<file path="src/rtl/timer_dev.sv">
// rtl/timer_dev.sv - programmable down-counting timer with one-shot/auto-reload modes and maskable IRQ
module timer_dev (
    input  logic        Clk,
    input  logic        Reset,
    input  logic [1:0]  Addr,
    input  logic        WE,
    input  logic [31:0] DIN,
    output logic [31:0] DOUT,
    output logic        IRQ
);

    typedef enum logic [1:0] {
        IDLE = 2'd0,
        LOAD = 2'd1,
        CNT  = 2'd2,
        INT  = 2'd3
    } state_t;

    localparam logic [1:0] ADDR_CTRL   = 2'd0;
    localparam logic [1:0] ADDR_PRESET = 2'd1;
    localparam logic [1:0] ADDR_COUNT  = 2'd2;
    localparam logic [1:0] MODE_RELOAD = 2'b01;

    state_t      state;
    logic        enable;
    logic [1:0]  mode;
    logic        im;
    logic [31:0] preset;
    logic [31:0] count;
    logic        irq_flag;

    logic        ctrl_wr;
    logic        preset_wr;

    assign ctrl_wr   = WE && (Addr == ADDR_CTRL);
    assign preset_wr = WE && (Addr == ADDR_PRESET);

    // Interrupt is only visible to the CPU when unmasked
    assign IRQ = im & irq_flag;

    // Read mux; COUNT and the unused slot are never written from the bus
    always_comb begin
        DOUT = 32'd0;
        case (Addr)
            ADDR_CTRL:   DOUT = {28'd0, im, mode, enable};
            ADDR_PRESET: DOUT = preset;
            ADDR_COUNT:  DOUT = count;
            default:     DOUT = 32'd0;
        endcase
    end

    // Register file and timer FSM; later assignments in the FSM override the
    // bus write where the flag must not be lost, and the bus overrides the
    // one-shot self-disable
    always_ff @(posedge Clk or posedge Reset) begin
        if (Reset) begin
            state    <= IDLE;
            enable   <= 1'b0;
            mode     <= 2'b00;
            im       <= 1'b0;
            preset   <= 32'd0;
            count    <= 32'd0;
            irq_flag <= 1'b0;
        end else begin
            if (preset_wr) begin
                preset <= DIN;
            end
            if (ctrl_wr) begin
                enable   <= DIN[0];
                mode     <= DIN[2:1];
                im       <= DIN[3];
                irq_flag <= 1'b0;
            end

            case (state)
                IDLE: begin
                    if (enable) begin
                        state <= LOAD;
                    end
                end
                LOAD: begin
                    count <= preset;
                    state <= CNT;
                end
                CNT: begin
                    if (!enable) begin
                        state <= IDLE;
                    end else if (count > 32'd1) begin
                        count <= count - 32'd1;
                    end else begin
                        count    <= 32'd0;
                        irq_flag <= 1'b1;
                        state    <= INT;
                    end
                end
                INT: begin
                    if (mode == MODE_RELOAD) begin
                        irq_flag <= 1'b0;
                        state    <= enable ? LOAD : IDLE;
                    end else begin
                        // One-shot: flag persists until software writes CTRL
                        if (!ctrl_wr) begin
                            enable <= 1'b0;
                        end
                        state <= IDLE;
                    end
                end
                default: state <= IDLE;
            endcase
        end
    end

endmodule

</file>
<file path="config.mk">
export PLATFORM = sky130hd
export DESIGN_NAME = timer_dev
export DESIGN_NICKNAME = d
export VERILOG_FILES = /design/src/rtl/timer_dev.sv
export SDC_FILE = /design/constraint.sdc
export NUM_CORES = 1
export LEC_CHECK = 0
export ABC_AREA = 1
export CAP_MARGIN = 30
export CORE_ASPECT_RATIO = 1.5
export CORE_MARGIN = 1.5
export CORE_UTILIZATION = 50
export DETAILED_ROUTE_END_ITERATION = 10
export PLACE_DENSITY = 0.75
export SYNTH_ARGS = -nofsm -noshare
export SYNTH_HDL_FRONTEND = slang
export SYNTH_SLANG_ARGS = --single-unit
</file>
<file path="constraint.sdc">
create_clock -name Clk -period 3.2 [get_ports Clk]
set_clock_uncertainty 0.05 [all_clocks]
set_input_delay 0.64 -clock Clk [delete_from_list [all_inputs] [get_ports Clk]]
set_output_delay 0.64 -clock Clk [all_outputs]
set_load 0.02 [all_outputs]
</file>
; Word level (Yosys, flattened, before mapping)
; Cells that the tools add are included.
[totals]
regBits = 71
in_bits = 37
out_inout_bits = 33
elab_cells = 45
[classes]
add_sub_neg = 1
n_lt_le_gt_ge = 1
eq_ne = 9
muxes = 19
n_bitwise = 1
n_reduce_logical = 7
[op_table]
columns = operator, count
row1 = $pmux 32 s3, 1
row2 = $mux 32, 2
row3 = $pmux 32 s2, 1
row4 = $gt 32x1->1 const B, 1
row5 = $sub 32x1->32 const B, 1
row6 = $mux 1, 10
row7 = $pmux 2 s4, 1
row8 = $eq 2x1->1 const B, 3
row9 = $eq 2x2->1 const B, 3
row10 = $mux 2, 3
row11 = $logic_not 2->1, 2
row12 = $ne 2x2->1 const B, 2
row13 = $reduce_and 2->1, 2
row14 = $ne 3x3->1 const B, 1
row15 = $logic_and 1x1->1, 2
row16 = $pmux 1 s2, 1
row17 = $reduce_bool 2->1, 1
row18 = $and 1x1->1, 1

; Logic depth before layout (Yosys ltp)
; Gate-level depths: netlist of the first run.
[depth]
word_depth = 6
mapped_depth = 12
mapped_depth_nobuf = 12

; Worst setup path before layout of the first run
; OpenSTA, ideal clock, no wires.
[synth_path]
kind = input to output
from = input Addr[0]
to = output DOUT[10]
t_arrival_ns = 1.699
path_slack_ns = 0.811
cell_stages = 5
path_cell_list = inv_1 nor2_2 clkinv_1 clkbuf_1 o22ai_1
[synth_via]
elab_chain_len = 2
[synth_rtl]
columns = element, line
row1 = from (decl), 5  ; input logic [1:0] Addr,
row2 = $eq 2x2->1 (tied with other cells), 44  ; case (Addr)
row3 = $pmux 32 s3 *, 44
row4 = to (decl), 8  ; output logic [31:0] DOUT,
; Every way passes the cells marked *; elsewhere a longest branch is shown, timed or not.

; Final worst setup path of the first run
[layout_path]
from = input Addr[0]
to = output DOUT[12]
; The elaborated chain is that of the path after synthesis.

==> flow_summary.json, run 1 <==
{
  "p_leak_uw": 0.002688,
  "cts_root_buffer": "clkbuf_16",
  "timing.final.hold_violations": 0,
  "cp.required_ns": 2.51,
  "yosysUniqueCellTypes": 30,
  "max-slew-margin-rel_pct": 29.53,
  "async_flop_share_pct": 100.0,
  "drtPass1Iterations": 5,
  "hold_class": "reg -> reg",
  "drv_slew": 0,
  "synth.most_common_cell": "nand2_1",
  "routabilityCongestion": 0.9217,
  "p_per_area_mw_per_mm2": 813.0,
  "finalCritPeriodShare_pct": 95.34,
  "synth_edf_count": 0,
  "ys_seq_area_share_pct": 39.53,
  "die_x_um": 80.41,
  "ios": 70,
  "antenna_left": 0,
  "core_area_sq_mm": 0.008776,
  "cp.arrival_ns": 2.36,
  "die-area_sq_mm": 0.009578,
  "num_vias": 4316,
  "endpoint_kind": "output port",
  "overflow": 0,
  "io_buffers": 69,
  "wire_per_inst_um": 14.67,
  "wl_um": 12050,
  "finalNetCount": 747,
  "setup_slack_ns": 0.1491,
  "antenna_found_initial": 0,
  "critPathLaunchType": "input pin",
  "maxCapViolations": 0,
  "grt_use_total_pct": 27.14,
  "initial_core_util_pct": 51.21,
  "clock.fmax_mhz": 327.8,
  "cts_hold_buf": 0,
  "synth.cells.most_frequent": "nand2_1 (224), nor2_1 (76), dfrtp_1 (71), inv_1 (71), o21ai_0 (31)",
  "drtIter0Drc": 212,
  "grt_pass1_wl_um": 19860,
  "synthTopCellsByArea": "dfrtp_1 (40%), nand2_1 (19%), nor2_1 (6.3%)",
  "avgViaCountPerCell": 5.257,
  "ys_ff_latch": 71,
  "synth_cells": 641,
  "rows": 42,
  "rsz0062_at_grt": "no",
  "dpl_worst_slack_ns": 0.1541,
  "antenna_cells": 0,
  "synth_top_area_share_pct": 39.53,
  "tightestPinTransition_ns": 1.056,
  "final_layout_size_suffix_gt1_share_pct": 9.142,
  "clock_path_buffers": 2,
  "tns_ns": 0,
  "cts.sinks": 71,
  "fin_crit_ns": 3.051,
  "yosys.area.top_type": "dfrtp_1",
  "ir_drop_mv": 0.4078,
  "cts_resized": 0,
  "clock_latency_ns": 0.34,
  "setup_viol": 0,
  "path_class": "in -> out",
  "outcome": "finished clean",
  "grt_max_degree": 45,
  "yosys_warnings": 0,
  "grt_pass1_vias": 4333,
  "drc_errors": 0,
  "cts_made_buffers": 9,
  "cp_max_fo": 19,
  "die_height_um": 119.1,
  "synth-main-ff-cell": "dfrtp_1",
  "cts_setup_buffers": 0,
  "syn_to_final_growth_pct": 23.69,
  "cts_tree": "built",
  "clk_pin_slew_ns": 0.05,
  "hpwl_um": 8769,
  "htreeDepth": 3,
  "syn_area_per_cell_sq_um": 7.011,
  "syn_nets": 680,
  "syn-cell-area_sq_mm": 0.004494
}
critical path, stage by stage:
cell             delay [ns]
clkdlybuf4s50_1        0.48
inv_1                  0.08
nor2_2                 0.11
clkinv_1               0.11
buf_12                 0.17
o21ai_0                0.15
clkdlybuf4s50_1        0.63
worst paths after layout:
check	startpoint	endpoint	slack (ns)	cells past startpoint
worst max-delay path	Addr[0]	DOUT[12]	0.15	7
worst min-delay path	state[1]	irq_flag	0.45	1
worst max register to register	count[0]	count[30]	1.10	11
worst min register to register	state[1]	irq_flag	0.45	1
max in group asynchronous	Reset	preset[18]	1.68	3
min in group asynchronous	Reset	count[22]	0.65	2
through the flow:
stage	instances	total power (uW)	hold slack [ns]	cell area, sq um	util (%)
floorplan	641	2998	0.4144	4494	-
global placement	807	3541	0.4254	5294	60.32
detailed placement	807	3602	0.4492	5294	60.32
CTS	821	4527	0.4540	5559	63.34
global route	821	4871	0.4779	5559	63.34
finish	821	4520	0.4543	5559	63.34
kinds of logic (layout without fill, tap and decap cells):
group                    count (synthesis)  count (layout)  share of synthesized area, %
AND/OR/NAND/NOR                        358             358                         34.72
buffers and inverters                   94             164                         8.714
AO/OA/AOI/OAI                           92              92                         11.30
flip-flops                              71              71                         39.53
XOR/XNOR                                15              15                         2.923
multiplexers                             9               9                         2.255
adder cells (fa/ha/maj)                  2               2                        0.5567
metal layers:
metal	routed length, um	track usage [%]	up-vias
met1	4747	30.72	2034
met3	477	6.207	29
met5	0	0	-
met4	391	11.85	0
li1	-	-	2149
met2	6428	47.58	104
cell type report:
cell class / instances / area, sq um
Fill cell: 797 / 3217
Clock buffer: 13 / 260.3
Timing Repair Buffer: 78 / 783.3
Sequential cell: 71 / 1777
Clock inverter: 1 / 5.005
Tap cell: 110 / 137.6
Inverter: 72 / 270.3
Multi-Input combinational cell: 476 / 2326
cell usage in the layout (no fill, tap or decap):
master / n
nand2_1: 224
nor2_1: 76
dfrtp_1: 71
inv_1: 70
clkdlybuf4s50_1: 69
o21ai_0: 31
a21oi_1: 21
nand3_1: 19
o22ai_1: 19
o21ai_1: 15
xor2_1: 15
nor2_2: 9
mux2_2: 9
clkbuf_16: 9
nand2_2: 7
buf_4: 7
nor2_4: 6
nand3_2: 6
nand4_1: 5
o211ai_1: 3
nand2_4: 2
nor2_8: 2
ha_1: 2
clkbuf_1: 2
clkbuf_8: 2
buf_12: 2
clkinv_1: 1
a32oi_1: 1
nor3_1: 1
inv_2: 1
nor3b_2: 1
o21ai_4: 1
a31oi_1: 1
clkinv_2: 1
where the power goes:
group / switching, uW / internal, uW
Combinational: 1310 / 747
Clock: 350 / 557
Sequential: 369 / 1190
Total: 2030 / 2490
sequential cells by signal, indices dropped and copies added, names as in the netlist:
register	cells
count	32
enable	1
im	1
irq_flag	1
mode	2
preset	32
state	2
Note: power is estimated with default switching activity, not from simulation.
==> run 2: changes to the inputs <==
--- a/config.mk
+++ b/config.mk
@@ -9,9 +9,9 @@
 export CAP_MARGIN = 30
 export CORE_ASPECT_RATIO = 1.5
 export CORE_MARGIN = 1.5
-export CORE_UTILIZATION = 50
+export CORE_UTILIZATION = 55
 export DETAILED_ROUTE_END_ITERATION = 10
-export PLACE_DENSITY = 0.75
+export PLACE_DENSITY = 0.81
 export SYNTH_ARGS = -nofsm -noshare
 export SYNTH_HDL_FRONTEND = slang
 export SYNTH_SLANG_ARGS = --single-unit
==> flow_summary.json, run 2 (synthesis gave the netlist of run 1 again) <==
{
  "antenna_found_initial": 0,
  "outcome": "finished clean",
  "crit_chain": "clkdlybuf4s50_1 > inv_1 > nor2_2 > clkinv_1 > buf_12 > o21ai_0 > clkdlybuf4s50_1",
  "rsz0062_at_grt": "no",
  "wl_um": 12380,
  "io_buffers": 69,
  "cp_common_cell": "clkdlybuf4s50_1",
  "die_height_um": 113.7,
  "critical_path.top_delay_family": "buffers and inverters",
  "clock_latency_ns": 0.34,
  "grt_use_total_pct": 30.41,
  "drtPass1Iterations": 4,
  "layout_commonest_cell": "nand2_1",
  "clock_path_buffers": 2,
  "ios": 70,
  "wl_met2_um": 6512,
  "avgViaCountPerCell": 5.390,
  "num_vias": 4398,
  "cp_max_fo": 19,
  "hpwl_um": 8981,
  "grt_max_degree": 45,
  "rows": 40,
  "reg2reg_slack_ns": 1.08,
  "core_area_sq_mm": 0.007958,
  "p_leak_uw": 0.002701,
  "wl_met1_um": 4807,
  "maxCapViolations": 0,
  "syn_to_final_growth_pct": 24.28,
  "cts.sinks": 71,
  "tightestPinTransition_ns": 0.7684,
  "critPathMaxStageDelay_ns": 0.63,
  "dr_wl_met3_um": 563,
  "htreeDepth": 3,
  "critPathLaunchType": "input pin",
  "p_per_area_mw_per_mm2": 822.9,
  "initial_core_util_pct": 56.48,
  "whs_ns": 0.4617,
  "routabilityCongestion": 0.9160,
  "cts_tree": "built",
  "grt_pass1_wl_um": 20710,
  "mostFrequentLayoutCells": "nand2_1 (224), nor2_1 (76), dfrtp_1 (71)",
  "setup_viol": 0,
  "cp.arrival_ns": 2.37,
  "cts_setup_buffers": 0,
  "clock.fmax_mhz": 326.5,
  "timing.final.hold_violations": 0,
  "antenna_cells": 0,
  "drtIter0Drc": 295,
  "ir_drop_mv": 0.5107,
  "final_layout_size_suffix_gt1_share_pct": 9.142,
  "die-area_sq_mm": 0.008734,
  "tns_ns": 0,
  "cp.buffers_inverters": 5,
  "grt_pass1_vias": 4515,
  "cts_resized": 0,
  "die_x_um": 76.81,
  "finalNetCount": 747,
  "endpoint_kind": "output port",
  "drv_slew": 0,
  "reg_top3": "count (32), preset (32)",
  "overflow": 0,
  "cts_root_buffer": "clkbuf_16",
  "crit_slowest_cell": "clkdlybuf4s50_1",
  "n_fill_cell": 657,
  "antenna_left": 0,
  "setup_slack_ns": 0.1372,
  "hold_class": "reg -> reg",
  "dpl_worst_slack_ns": 0.1386,
  "routed.top_layer": "met4",
  "finalCritPeriodShare_pct": 95.71,
  "cp.required_ns": 2.51,
  "drc_errors": 0,
  "cts_hold_buf": 0,
  "fin_crit_ns": 3.063,
  "clk_pin_slew_ns": 0.05,
  "path_class": "in -> out",
  "cts_made_buffers": 9,
  "wire_per_inst_um": 15.17,
  "max-slew-margin-rel_pct": 48.70
}
==> run 2: cell counts in the layout (fill, tap and decap cells not counted) <==
No cell type changed its count.
==> run 2: final cells by class <==
cell class | instances | area (sq um) | share of cell area [%]
clock buffer | 13 | 260.3 | 4.660
clock inverter | 1 | 5.005 | 0.08961
tap | 105 | 131.4 | 2.352
sequential | 71 | 1777 | 31.81
timing repair buffer | 78 | 815.8 | 14.61
multi-input combinational | 476 | 2326 | 41.64
inverter | 72 | 270.3 | 4.839
==> run 2: worst reg2reg max path, cell delays in order, from the launching register on <==
cell	delay, ns
dfrtp_1	0.41
inv_1	0.15
ha_1	0.32
o21ai_1	0.16
nor2_4	0.12
nand2_4	0.08
o21ai_4	0.38
o21ai_0	0.19
nand2_1	0.10
nand2_1	0.05
==> run 2: power breakdown <==
part           leakage (uW)  total, uW  switching [uW]  internal [uW]
clock network      0.000132        923             366            557
registers          0.000844       1560             368           1190
logic               0.00173       2110            1330            781
==> run 2: per-layer routing <==
layer,vias to the layer above,global-route usage [%]
li1,2151,-
met1,2091,32.83
met2,114,55.40
met3,42,5.360
met4,0,17.41
met5,-,0
==> run 2: stage by stage <==
stage | instances | util (%) | area, sq um | total power, uW
3_3_place_gp | 801 | 66.51 | 5293 | 3541
4_1_cts | 816 | 70.19 | 5585 | 4585
2_1_floorplan | 641 | - | 4494 | 2998
3_5_place_dp | 802 | 66.86 | 5320 | 3653
6_report | 816 | 70.19 | 5585 | 4596
5_1_grt | 816 | 70.19 | 5585 | 4921
==> run 2: final timing paths <==
| check | from | to | depth (start not counted) |
|---|---|---|---|
| min in group asynchronous | Reset | count[23] | 2 |
| worst min-delay path | state[1] | irq_flag | 1 |
| max in group asynchronous | Reset | preset[13] | 3 |
| worst max-delay path | Addr[0] | DOUT[12] | 7 |
| worst min register to register | state[1] | irq_flag | 1 |
| worst max register to register | count[0] | count[13] | 9 |
==> run 3: changes to the inputs <==
--- a/config.mk
+++ b/config.mk
@@ -12,6 +12,8 @@
 export CORE_UTILIZATION = 55
 export DETAILED_ROUTE_END_ITERATION = 10
 export PLACE_DENSITY = 0.81
+export REMOVE_ABC_BUFFERS = 1
+export SLEW_MARGIN = 15
 export SYNTH_ARGS = -nofsm -noshare
 export SYNTH_HDL_FRONTEND = slang
 export SYNTH_SLANG_ARGS = --single-unit
==> flow_summary.json, run 3 (synthesis gave the netlist of run 1 again) <==
{
  "num_vias": 4447,
  "clock_path_buffers": 2,
  "grt_pass1_vias": 4445,
  "finalCritPeriodShare_pct": 96.25,
  "cts.sinks": 71,
  "path_class": "in -> out",
  "max-slew-margin-rel_pct": 56.71,
  "io_buffers": 69,
  "die_x_um": 76.81,
  "outcome": "finished clean",
  "whs_ns": 0.4642,
  "overflow": 0,
  "tns_ns": 0,
  "drv_slew": 0,
  "clock_latency_ns": 0.34,
  "maxCapViolations": 0,
  "clk_pin_slew_ns": 0.05,
  "cts_setup_buffers": 0,
  "setup_slack_ns": 0.1198,
  "cts_root_buffer": "clkbuf_16",
  "timing.final.hold_violations": 0,
  "cts_made_buffers": 9,
  "grt_pass1_wl_um": 21090,
  "die_height_um": 113.7,
  "cp.arrival_ns": 2.39,
  "syn_to_final_growth_pct": 25.67,
  "n_fill_cell": 674,
  "rows": 40,
  "antenna_left": 0,
  "cp.required_ns": 2.51,
  "clock.fmax_mhz": 324.7,
  "antenna_cells": 0,
  "ir_drop_mv": 0.4376,
  "drtIter0Drc": 338,
  "antenna_found_initial": 0,
  "fin_crit_ns": 3.080,
  "ios": 70,
  "cts_resized": 0,
  "tightestPinTransition_ns": 0.6484,
  "setup_viol": 0,
  "cts_tree": "built",
  "die-area_sq_mm": 0.008734,
  "hpwl_um": 8803,
  "routabilityCongestion": 0.9288,
  "drtPass1Iterations": 5,
  "mostFrequentLayoutCells": "nand2_1 (224), nor2_1 (76), dfrtp_1 (71)",
  "wl_um": 12630,
  "finalNetCount": 746,
  "p_leak_uw": 0.002800,
  "final_layout_size_suffix_gt1_share_pct": 9.551,
  "initial_core_util_pct": 56.48,
  "grt_use_total_pct": 30.88,
  "wire_per_inst_um": 15.46,
  "hold_class": "reg -> reg",
  "p_per_area_mw_per_mm2": 849.8,
  "core_area_sq_mm": 0.007958,
  "grt_max_degree": 44,
  "critPathLaunchType": "input pin",
  "layout_commonest_cell": "nand2_1",
  "reg_top3": "count (32), preset (32)",
  "htreeDepth": 3,
  "endpoint_kind": "output port",
  "avgViaCountPerCell": 5.443,
  "drc_errors": 0,
  "cp_max_fo": 19,
  "dpl_worst_slack_ns": 0.06369,
  "cts_hold_buf": 0
}
run 3: through the flow:
step	total power [uW]	utilization, %	cells	cell area, sq um
floorplan	2921	-	619	4373
global placement	3548	66.26	800	5273
detailed placement	3662	66.60	801	5300
CTS	4800	70.79	817	5633
global route	5149	70.97	817	5648
finish	4800	70.97	817	5648
run 3: layer usage:
layer	GRT usage, %	up-vias	wire, um
met2	54.16	147	6730
met4	17.28	0	411
met3	4.560	35	552
met5	0	-	0
li1	-	2149	-
met1	35.90	2116	4939
run 3: worst paths after layout:
check,startpoint,endpoint,slack [ns],cells after the start
min in group asynchronous,Reset,preset[7],0.65,2
max reg2reg,count[0],count[24],1.03,10
max,Addr[0],DOUT[22],0.12,7
max in group asynchronous,Reset,count[26],1.75,3
min reg2reg,preset[3],preset[3],0.46,2
min,preset[3],preset[3],0.46,2
run 3: cell type report:
type / count / area (sq um) / area share [%]
Clock buffer: 11 / 252.7 / 4.475
Clock inverter: 5 / 80.08 / 1.418
Inverter: 72 / 270.3 / 4.785
Multi-Input combinational cell: 476 / 2326 / 41.18
Sequential cell: 71 / 1777 / 31.46
Tap cell: 105 / 131.4 / 2.326
Timing Repair Buffer: 77 / 810.8 / 14.36
run 3: worst max-delay path, cell delays in order:
cell and delay, ns:
clkdlybuf4s50_1 0.47, inv_1 0.08, nor2_2 0.12, clkinv_1 0.07
buf_4 0.21, o22ai_1 0.16, clkdlybuf4s50_1 0.63
run 3: where the power goes:
part | switching (uW) | internal (uW)
logic | 1330 | 776
registers | 386 | 1190
clock network | 394 | 723
